`config.mk`:
```
export PLATFORM = sky130hd
export DESIGN_NAME = bp_fe_queue_rolly
export DESIGN_NICKNAME = d
export VERILOG_FILES = /design/src/rtl/bp_fe_queue_rolly.sv
export SDC_FILE = /design/constraint.sdc
export NUM_CORES = 1
export LEC_CHECK = 0
export ABC_AREA = 0
export CAP_MARGIN = 15
export CELL_PAD_IN_SITES_DETAIL_PLACEMENT = 2
export CELL_PAD_IN_SITES_GLOBAL_PLACEMENT = 2
export CORE_MARGIN = 10
export CORE_UTILIZATION = 39
export DETAILED_ROUTE_END_ITERATION = 10
export GPL_TIMING_DRIVEN = 0
export PLACE_DENSITY = 0.93
export SETUP_SLACK_MARGIN = 0.4
export SYNTH_ARGS = -nofsm -noshare
export SYNTH_HDL_FRONTEND = slang
export SYNTH_SLANG_ARGS = --single-unit
```
`constraint.sdc`:
```
create_clock -name clk_i -period 5.92 [get_ports clk_i]
set_clock_uncertainty 0.1 [all_clocks]
set_input_delay 1.48 -clock clk_i [delete_from_list [all_inputs] [get_ports clk_i]]
set_output_delay 1.48 -clock clk_i [all_outputs]
set_load 0.03 [all_outputs]
```
`src/rtl/bp_fe_queue_rolly.sv`:
```
// FE-side elastic buffer for the FE->BE queue. Entries stay resident until
// committed, so issued-but-uncommitted packets can be replayed (roll) and unissued ones flushed (clr).
module bp_fe_queue_rolly #(
    parameter int width_p = 1,
    parameter int els_p = 8,
    localparam int ptr_width_lp = $clog2(els_p) + 1
) (
    input  logic               clk_i,
    input  logic               reset_n_i,
    input  logic [width_p-1:0] data_i,
    input  logic               v_i,
    output logic               ready_o,
    output logic [width_p-1:0] data_o,
    output logic               v_o,
    input  logic               yumi_i,
    input  logic               clr_i,
    input  logic               roll_i,
    input  logic               deq_i,
    output logic               empty_o
);

    localparam int idx_width_lp = $clog2(els_p);

    // Handshake: enqueue fires on v_i & ready_o; the consumer takes data_o by
    // raising yumi_i only while v_o is high. Outputs depend on pointers only.

    logic [width_p-1:0]      mem [els_p];
    logic [ptr_width_lp-1:0] wptr_r, rptr_r, cptr_r;
    logic [ptr_width_lp-1:0] wptr_n, rptr_n, cptr_n;
    logic [ptr_width_lp-1:0] occupancy;
    logic                    full;
    logic                    enq_fire, yumi_fire, deq_fire;

    // Wrap bit makes full (indices equal, MSBs differ) distinct from empty.
    assign occupancy = wptr_r - cptr_r;
    assign full      = (occupancy == ptr_width_lp'(els_p));
    assign ready_o   = ~full;
    assign v_o       = (rptr_r != wptr_r);
    assign empty_o   = (wptr_r == cptr_r);
    assign data_o    = mem[rptr_r[idx_width_lp-1:0]];

    assign enq_fire  = v_i & ready_o & ~clr_i;
    assign yumi_fire = yumi_i & v_o & ~clr_i & ~roll_i;
    assign deq_fire  = deq_i & (cptr_r != rptr_r) & ~roll_i;

    always_comb begin
        cptr_n = cptr_r + ptr_width_lp'(deq_fire);
        rptr_n = rptr_r + ptr_width_lp'(yumi_fire);
        wptr_n = wptr_r + ptr_width_lp'(enq_fire);
        if (clr_i & roll_i) begin
            rptr_n = cptr_r;
            wptr_n = cptr_r;
        end else if (roll_i) begin
            rptr_n = cptr_n;
        end else if (clr_i) begin
            wptr_n = rptr_r;
        end
    end

    always_ff @(posedge clk_i) begin
        if (!reset_n_i) begin
            wptr_r <= '0;
            rptr_r <= '0;
            cptr_r <= '0;
        end else begin
            wptr_r <= wptr_n;
            rptr_r <= rptr_n;
            cptr_r <= cptr_n;
        end
    end

    // Storage carries no reset; only the pointers define what is valid.
    always_ff @(posedge clk_i) begin
        if (enq_fire) begin
            mem[wptr_r[idx_width_lp-1:0]] <= data_i;
        end
    end

endmodule

```
==> reports/results.tsv, run 1 <==
stage	metric	value	unit
global_route	first-pass GRT wire length	6451	um
cts	H-tree levels	1	
placed_design	port buffer count	10	
sta	RSZ-0062 raised after global routing	no	
min_path	Worst Hold Class	reg2reg	
cts	Worst-path clk slew	0.15	ns
min_path	Hold Path Cell Cnt	2	
floorplan	Die Wd	77.82	um
power	LEAKAGE	0.0006785	uW
sta	worst-margin pin slew	0.5217	ns
cts	CTS root buf	clkbuf_4	
setup_path	Critical Path AT	2.83	ns
global_route	largest net degree at the start of global routing	13	
setup_path	slowest cell on the critical path	clkdlybuf4s50_1	
finish	Ant. Diodes	0	
min_path	HP Start	rptr_r[1]	
finish	commonest non-fill, non-tap cell in the layout	dfxtp_1	
finish	Area Overhead vs Synth	15.93	%
cts	PostCTS Resize Cnt	0	
sta	Max-slew headroom	65.22	%
route	post-DR vias/cell	5.372	
finish	final net count	157	
synthesis	Avg Cell Area, Syn	10.43	um^2
global_route	initial antenna violation count	0	
run_status	status	completed	
sta	Period minus WS final	4.408	ns
power	Int Pwr	255.2	uW
route	Detailed Route WL	4106	um
route	TritonRoute pass-1 iters	4	
placed_design	DP Area	1459	um^2
sta	Fin Setup TNS	0	ns
setup_path	worst r2r dst	wptr_r[2]	
setup_path	Reg2Reg Setup Slack	3.07	ns
cts	Longest Clk Path Bufs	2	
synthesis	dominant cells by area after synthesis	dfxtp_1 (18%), edfxtp_1 (18%), ha_1 (8.6%)	
sta	min setup slack post-route	1.512	ns
job	# Max-Cap Violations	0	
setup_path	Max stage delay on crit path	0.67	ns
route	Antenna Violating Nets Remaining	0	
power	power density over cell area	240.6	nW/um^2
floorplan	die area	6056	um^2
global_route	total track usage	13.83	%
floorplan	total core area	3128	um^2
cts	Post-CTS Hold Buffers	0	
synthesis	Mapped Area	1304	um^2
finish	FILL cells	347	
synthesis	FF+latch count, synth	20	
cts	total CTS buffers	3	
synthesis	sequential share of the synthesized area	36.85	%
floorplan	initial core utilization	41.68	%
power	Clk pwr share	32.8	%
power	switch share	29.82	%
finish	Design Area, Final	1511	um^2
synthesis	syn nets	142	
setup_path	delay-heaviest family, CP	buffers and inverters	
setup_path	CP required	4.34	ns
setup_path	Crit path buffers/inverters	4	
global_route	GR Overflow Total	0	
synthesis	Gate Count Post-Synth	125	
synthesis	Warnings, synthesis	0	
setup_path	CP Max Fanout	8	
finish	share of layout cells above drive strength 1	10.07	%
finish	most frequent cells in the layout	dfxtp_1 (12), clkbuf_1 (10), xnor2_1 (10), clkdlybuf4s50_1 (10)	
setup_path	RR Startpoint	cptr_r[2]	
route	DR WL/cell	22.44	um
cts	Skew-Pair Late Insertion Delay	0.33	ns
power	Sw Pwr	108.4	uW
sta	Hold Fails Final Rpt	0	
floorplan	Die Ht	77.82	um
sta	Fmax	0.2269	GHz
min_path	worst hold endpoint	rptr_r[1]	
synthesis	top cell type's share of synthesized area	18.43	%
synthesis	largest area contributor in the netlist	dfxtp_1	
floorplan	Ports	12	
cts	clk sinks	20	
cts	postcts setup bufs	0	
route	drt drc	0	
setup_path	Setup CP Type	reg2out	
floorplan	row count	20	
route	Detailed Route Iter0 Violations	32	
sta	final setup fails	0	
setup_path	crit-path cells	inv_1, ha_1, nand3b_1, a21oi_1, and4bb_1, buf_6, inv_2, clkdlybuf4s50_1	
synthesis	Distinct cells, synth	31	
route	Vias	983	
cts	CTS tree	done	
placed_design	DP HPWL	3154	um
power	maximum vdd drop	0.1038	mV
sta	final period utilization	74.46	%
power	combinational share of power	24.7	%
power	Seq pwr share	42.5	%
sta	final hold slack	0.5631	ns
setup_path	CP Capture Type	primary output	
global_route	vias in the first global route	1140	
setup_path	r2r worst-path depth	12	
placed_design	Placer Congestion	0.7347	
setup_path	critical path startpoint category	register	
sta	Pins Over Slew Limit	0	
placed_design	Place WS	1.841	ns
[area by class of cell]
cell class,instances,area (um^2),area share [%]
Inverter,4,15.01,0.9934
Tap cell,44,55.05,3.642
Sequential cell,20,480.5,31.79
Clock inverter,1,30.03,1.987
Clock buffer,3,22.52,1.490
Timing Repair Buffer,10,100.1,6.623
Buffer,12,56.30,3.725
Multi-Input combinational cell,89,752.0,49.75
[power by group through the flow]
stage	registers (uW)	logic [uW]	clock network, uW
6_report	155	89.8	119
5_1_grt	155	98.4	128
4_1_cts	155	91.2	121
3_5_place_dp	158	90.2	0
3_3_place_gp	157	81.8	0
2_1_floorplan	155	58.7	0
[flip-flops by register name (all words and copies together), names as in the netlist]
register / count
cptr_r: 4
mem: 8
rptr_r: 4
wptr_r: 4
[logic make-up (layout without fill, tap and decap cells)]
logic type | Yosys count | after routing | share of synthesized area (%)
simple gates | 42 | 42 | 21.11
flops | 20 | 20 | 36.85
xor+xnor | 18 | 18 | 12.09
buf+inv | 16 | 30 | 5.470
compound gates | 11 | 11 | 6.909
fa+ha+maj | 9 | 9 | 8.637
mux | 9 | 9 | 8.925
[tightest hold or removal path, stage by stage, from the launching register on]
cell,delay (ns)
dfxtp_1,0.38
ha_1,0.14
o211a_1,0.13
[layer usage]
| metal | vias to the layer above | routed length (um) | global-route usage [%] |
|---|---|---|---|
| li1 | 467 | - | - |
| met1 | 499 | 1750 | 15.30 |
| met2 | 11 | 2195 | 25.70 |
| met3 | 6 | 73 | 1.728 |
| met4 | 0 | 87 | 5.839 |
| met5 | - | 0 | 0 |
[synthesized netlist by cell type, drive strengths merged]
cell type / number
nand2: 9
mux4: 2
clkbuf: 10
nand3: 5
nand3b: 2
nor3: 3
nand2b: 2
buf: 2
o211a: 7
mux2: 1
nand4: 1
and4bb: 1
and3: 3
and2: 4
inv: 4
xnor2: 10
dfxtp: 12
o21ai: 1
nor2b: 1
nor3b: 1
a21oi: 3
nor4b: 2
mux2i: 6
ha: 9
nor2: 5
xor2: 8
nor4: 3
edfxtp: 8
[how the worst max path moves through the flow]
stage,from,slack [ns],end,cells past startpoint
after floorplan,cptr_r[2],2.71,ready_o,8
after global placement,cptr_r[2],2.00,ready_o,9
after detailed placement,cptr_r[2],1.84,ready_o,9
after CTS,wptr_r[0],1.47,ready_o,8
after global routing,wptr_r[0],1.34,ready_o,8
final,wptr_r[0],1.51,ready_o,8
[through the flow]
stage / instances / power [uW] / util (%)
floorplan: 125 / 214.1 / -
global placement: 179 / 238.5 / 46.64
detailed placement: 179 / 247.8 / 46.64
CTS: 183 / 366.3 / 48.32
global route: 183 / 381.5 / 48.32
finish: 183 / 363.6 / 48.32
(Power assumes the default switching activity.)
==> run 2: changes to the inputs <==
--- a/config.mk
+++ b/config.mk
@@ -10,10 +10,10 @@
 export CELL_PAD_IN_SITES_DETAIL_PLACEMENT = 2
 export CELL_PAD_IN_SITES_GLOBAL_PLACEMENT = 2
 export CORE_MARGIN = 10
-export CORE_UTILIZATION = 39
+export CORE_UTILIZATION = 37
 export DETAILED_ROUTE_END_ITERATION = 10
 export GPL_TIMING_DRIVEN = 0
-export PLACE_DENSITY = 0.93
+export PLACE_DENSITY = 0.9
 export SETUP_SLACK_MARGIN = 0.4
 export SYNTH_ARGS = -nofsm -noshare
 export SYNTH_HDL_FRONTEND = slang
==> constraint.sdc (replaced) <==
create_clock -name clk_i -period 4.3 [get_ports clk_i]
set_clock_uncertainty 0.1 [all_clocks]
set_input_delay 1.075 -clock clk_i [delete_from_list [all_inputs] [get_ports clk_i]]
set_output_delay 1.075 -clock clk_i [all_outputs]
set_load 0.03 [all_outputs]
==> run 2 against run 1 <==
Hold slack got worse by 0.021 ns. Register-to-register slack got worse by 1.5 ns. First-iteration DRC count rose by 56%. Total power grew 17%. Sequential power increased by 37%. Sequential share of layout area grew 0.48 points. Core utilization is 3.9 points lower. Combinational power up 33%. Sequential cell count is the same. Non-clock buffer count unchanged. Largest power group unchanged.
==> reports/results.tsv, run 2 (synthesized netlist as in run 1, its figures left out) <==
stage	metric	value	unit	change
run_status	status	completed		
global_route	vias in the first global route	1059		-7.1%
sta	Pins Over Slew Limit	0		unchanged
setup_path	Setup CP Type	reg2out		
power	combinational share of power	27.9	%	+3.2 points
global_route	largest net degree at the start of global routing	12		-1
sta	RSZ-0062 raised after global routing	no		
cts	Post-CTS Hold Buffers	0		unchanged
route	DR WL/cell	18.21	um	-19%
setup_path	Critical Path AT	2.40	ns	-0.43 ns
finish	Design Area, Final	1493	um^2	-1.2%
setup_path	CP Max Fanout	5		-3
power	Clk pwr share	22.1	%	-11 points
min_path	Hold Path Cell Cnt	2		unchanged
floorplan	total core area	3363	um^2	+7.5%
cts	Worst-path clk slew	0.12	ns	-0.03 ns
power	Seq pwr share	49.9	%	+7.4 points
finish	commonest non-fill, non-tap cell in the layout	dfxtp_1		
route	Detailed Route WL	3369	um	-18%
placed_design	port buffer count	10		unchanged
cts	CTS tree	done		
sta	final setup fails	0		unchanged
global_route	total track usage	11.07	%	-2.8 points
cts	Skew-Pair Late Insertion Delay	0.31	ns	-0.02 ns
finish	max FFs per register	8		unchanged
sta	min setup slack post-route	0.7227	ns	-0.7894 ns
global_route	GR Overflow Total	0		unchanged
finish	most frequent cells in the layout	dfxtp_1 (11), xnor2_1 (10)		
finish	FILL cells	384		+11%
placed_design	dpl cells	181		+1.1%
placed_design	DP Area	1461	um^2	+0.17%
route	TritonRoute pass-1 iters	4		unchanged
placed_design	Placer Congestion	0.7066		-3.8%
sta	Max-slew headroom	68.48	%	+3.3 points
finish	Area Overhead vs Synth	14.49	%	
sta	Fin Setup TNS	0	ns	unchanged
cts	postcts setup bufs	0		unchanged
route	Detailed Route Iter0 Violations	50		+56%
sta	Hold Fails Final Rpt	0		unchanged
route	drt drc	0		unchanged
route	Vias	950		-3.4%
sta	Fmax	0.2795	GHz	
min_path	Worst Hold Class	reg2reg		
floorplan	row count	21		+5.0%
sta	Period minus WS final	3.577	ns	
finish	post-route insts no fill	185		+1.1%
power	switch share	31.79	%	+2.0 points
job	# Max-Cap Violations	0		unchanged
finish	final net count	157		unchanged
sta	final period utilization	83.19	%	
floorplan	initial core utilization	38.76	%	-2.9 points
setup_path	r2r worst-path depth	12		unchanged
cts	total CTS buffers	3		unchanged
power	power density over cell area	285.2	nW/um^2	+19%
route	post-DR vias/cell	5.135		-4.4%
power	maximum vdd drop	0.1119	mV	+7.8%
cts	CTS root buf	clkbuf_4		
cts	H-tree levels	1		unchanged
setup_path	CP required	3.12	ns	-1.22 ns
global_route	first-pass GRT wire length	5506	um	-15%
power	Int Pwr	290.4	uW	+14%
floorplan	Ports	12		unchanged
floorplan	Die Wd	79.36	um	+2.0%
finish	share of layout cells above drive strength 1	10.79	%	+0.72 points
finish	post-layout util	44.38	%	-3.9 points
floorplan	Die Ht	79.36	um	+2.0%
setup_path	CP Capture Type	primary output		
sta	worst-margin pin slew	0.4729	ns	-0.04881 ns
power	Sw Pwr	135.3	uW	+25%
setup_path	critical path startpoint category	register		
power	LEAKAGE	0.0006727	uW	-0.86%
global_route	initial antenna violation count	0		unchanged
finish	Ant. Diodes	0		unchanged
route	Antenna Violating Nets Remaining	0		unchanged
placed_design	DP HPWL	2646	um	-16%
cts	Longest Clk Path Bufs	2		unchanged
placed_design	Place WS	0.6403	ns	-1.201 ns
cts	clk sinks	20		unchanged
floorplan	die area	6298	um^2	+4.0%
run 2: power by group through the flow:
stage	clock network, uW	logic [uW]	registers (uW)
after global routing	108	131	214
after global placement	0	113	216
after floorplan	0	80.9	214
after detailed placement	0	120	217
after CTS	98.0	121	213
final	94.3	119	212
run 2: metal layers:
| metal | up-vias | part of all wire, % | track usage (%) |
|---|---|---|---|
| li1 | 468 | - | - |
| met1 | 470 | 44 | 13.09 |
| met2 | 8 | 53 | 19.74 |
| met3 | 4 | 1.5 | 1.689 |
| met4 | 0 | 1.4 | 3.763 |
| met5 | - | 0 | 0 |
run 2: path summary, 6_finish.rpt:
check / slack (ns) / end / startpoint
max: 0.72 / data_o / rptr_r[0]
min: 0.54 / rptr_r[0] / rptr_r[0]
max reg2reg: 1.60 / wptr_r[2] / cptr_r[2]
min reg2reg: 0.54 / rptr_r[0] / rptr_r[0]
run 2: critical path, cell delays in order, from the launching register on:
cell and delay [ns]:
dfxtp_1 0.36, clkbuf_1 0.32, mux4_2 0.55, mux2_2 0.27, clkdlybuf4s50_1 0.59
run 2: final cells by class:
class                   count  area, um^2  area share [%]
multi-input cells          89       752.0           50.38
flip-flops and latches     20       481.7           32.27
repair buffers             10       102.6           6.873
plain buffers              12       57.56           3.856
well taps                  46       57.56           3.856
clock buffers               3       22.52           1.509
inverters                   4       15.01           1.006
clock inverters             1       3.754          0.2515
run 2: through the flow:
step                      hold WS, ns  power [uW]
after floorplan                0.4755       294.8
after global placement         0.4868       328.2
after detailed placement       0.5202       336.9
after CTS                      0.5493       432.2
after global routing           0.5936       452.8
final                          0.5422       425.7
run 2: timing repair:
| item | 4_1_cts | 5_1_grt |
|---|---|---|
| setup endpoints to repair | 1 | 1 |
| hold endpoints to repair | 0 | 0 |
| resized for setup | 2 | 1 |
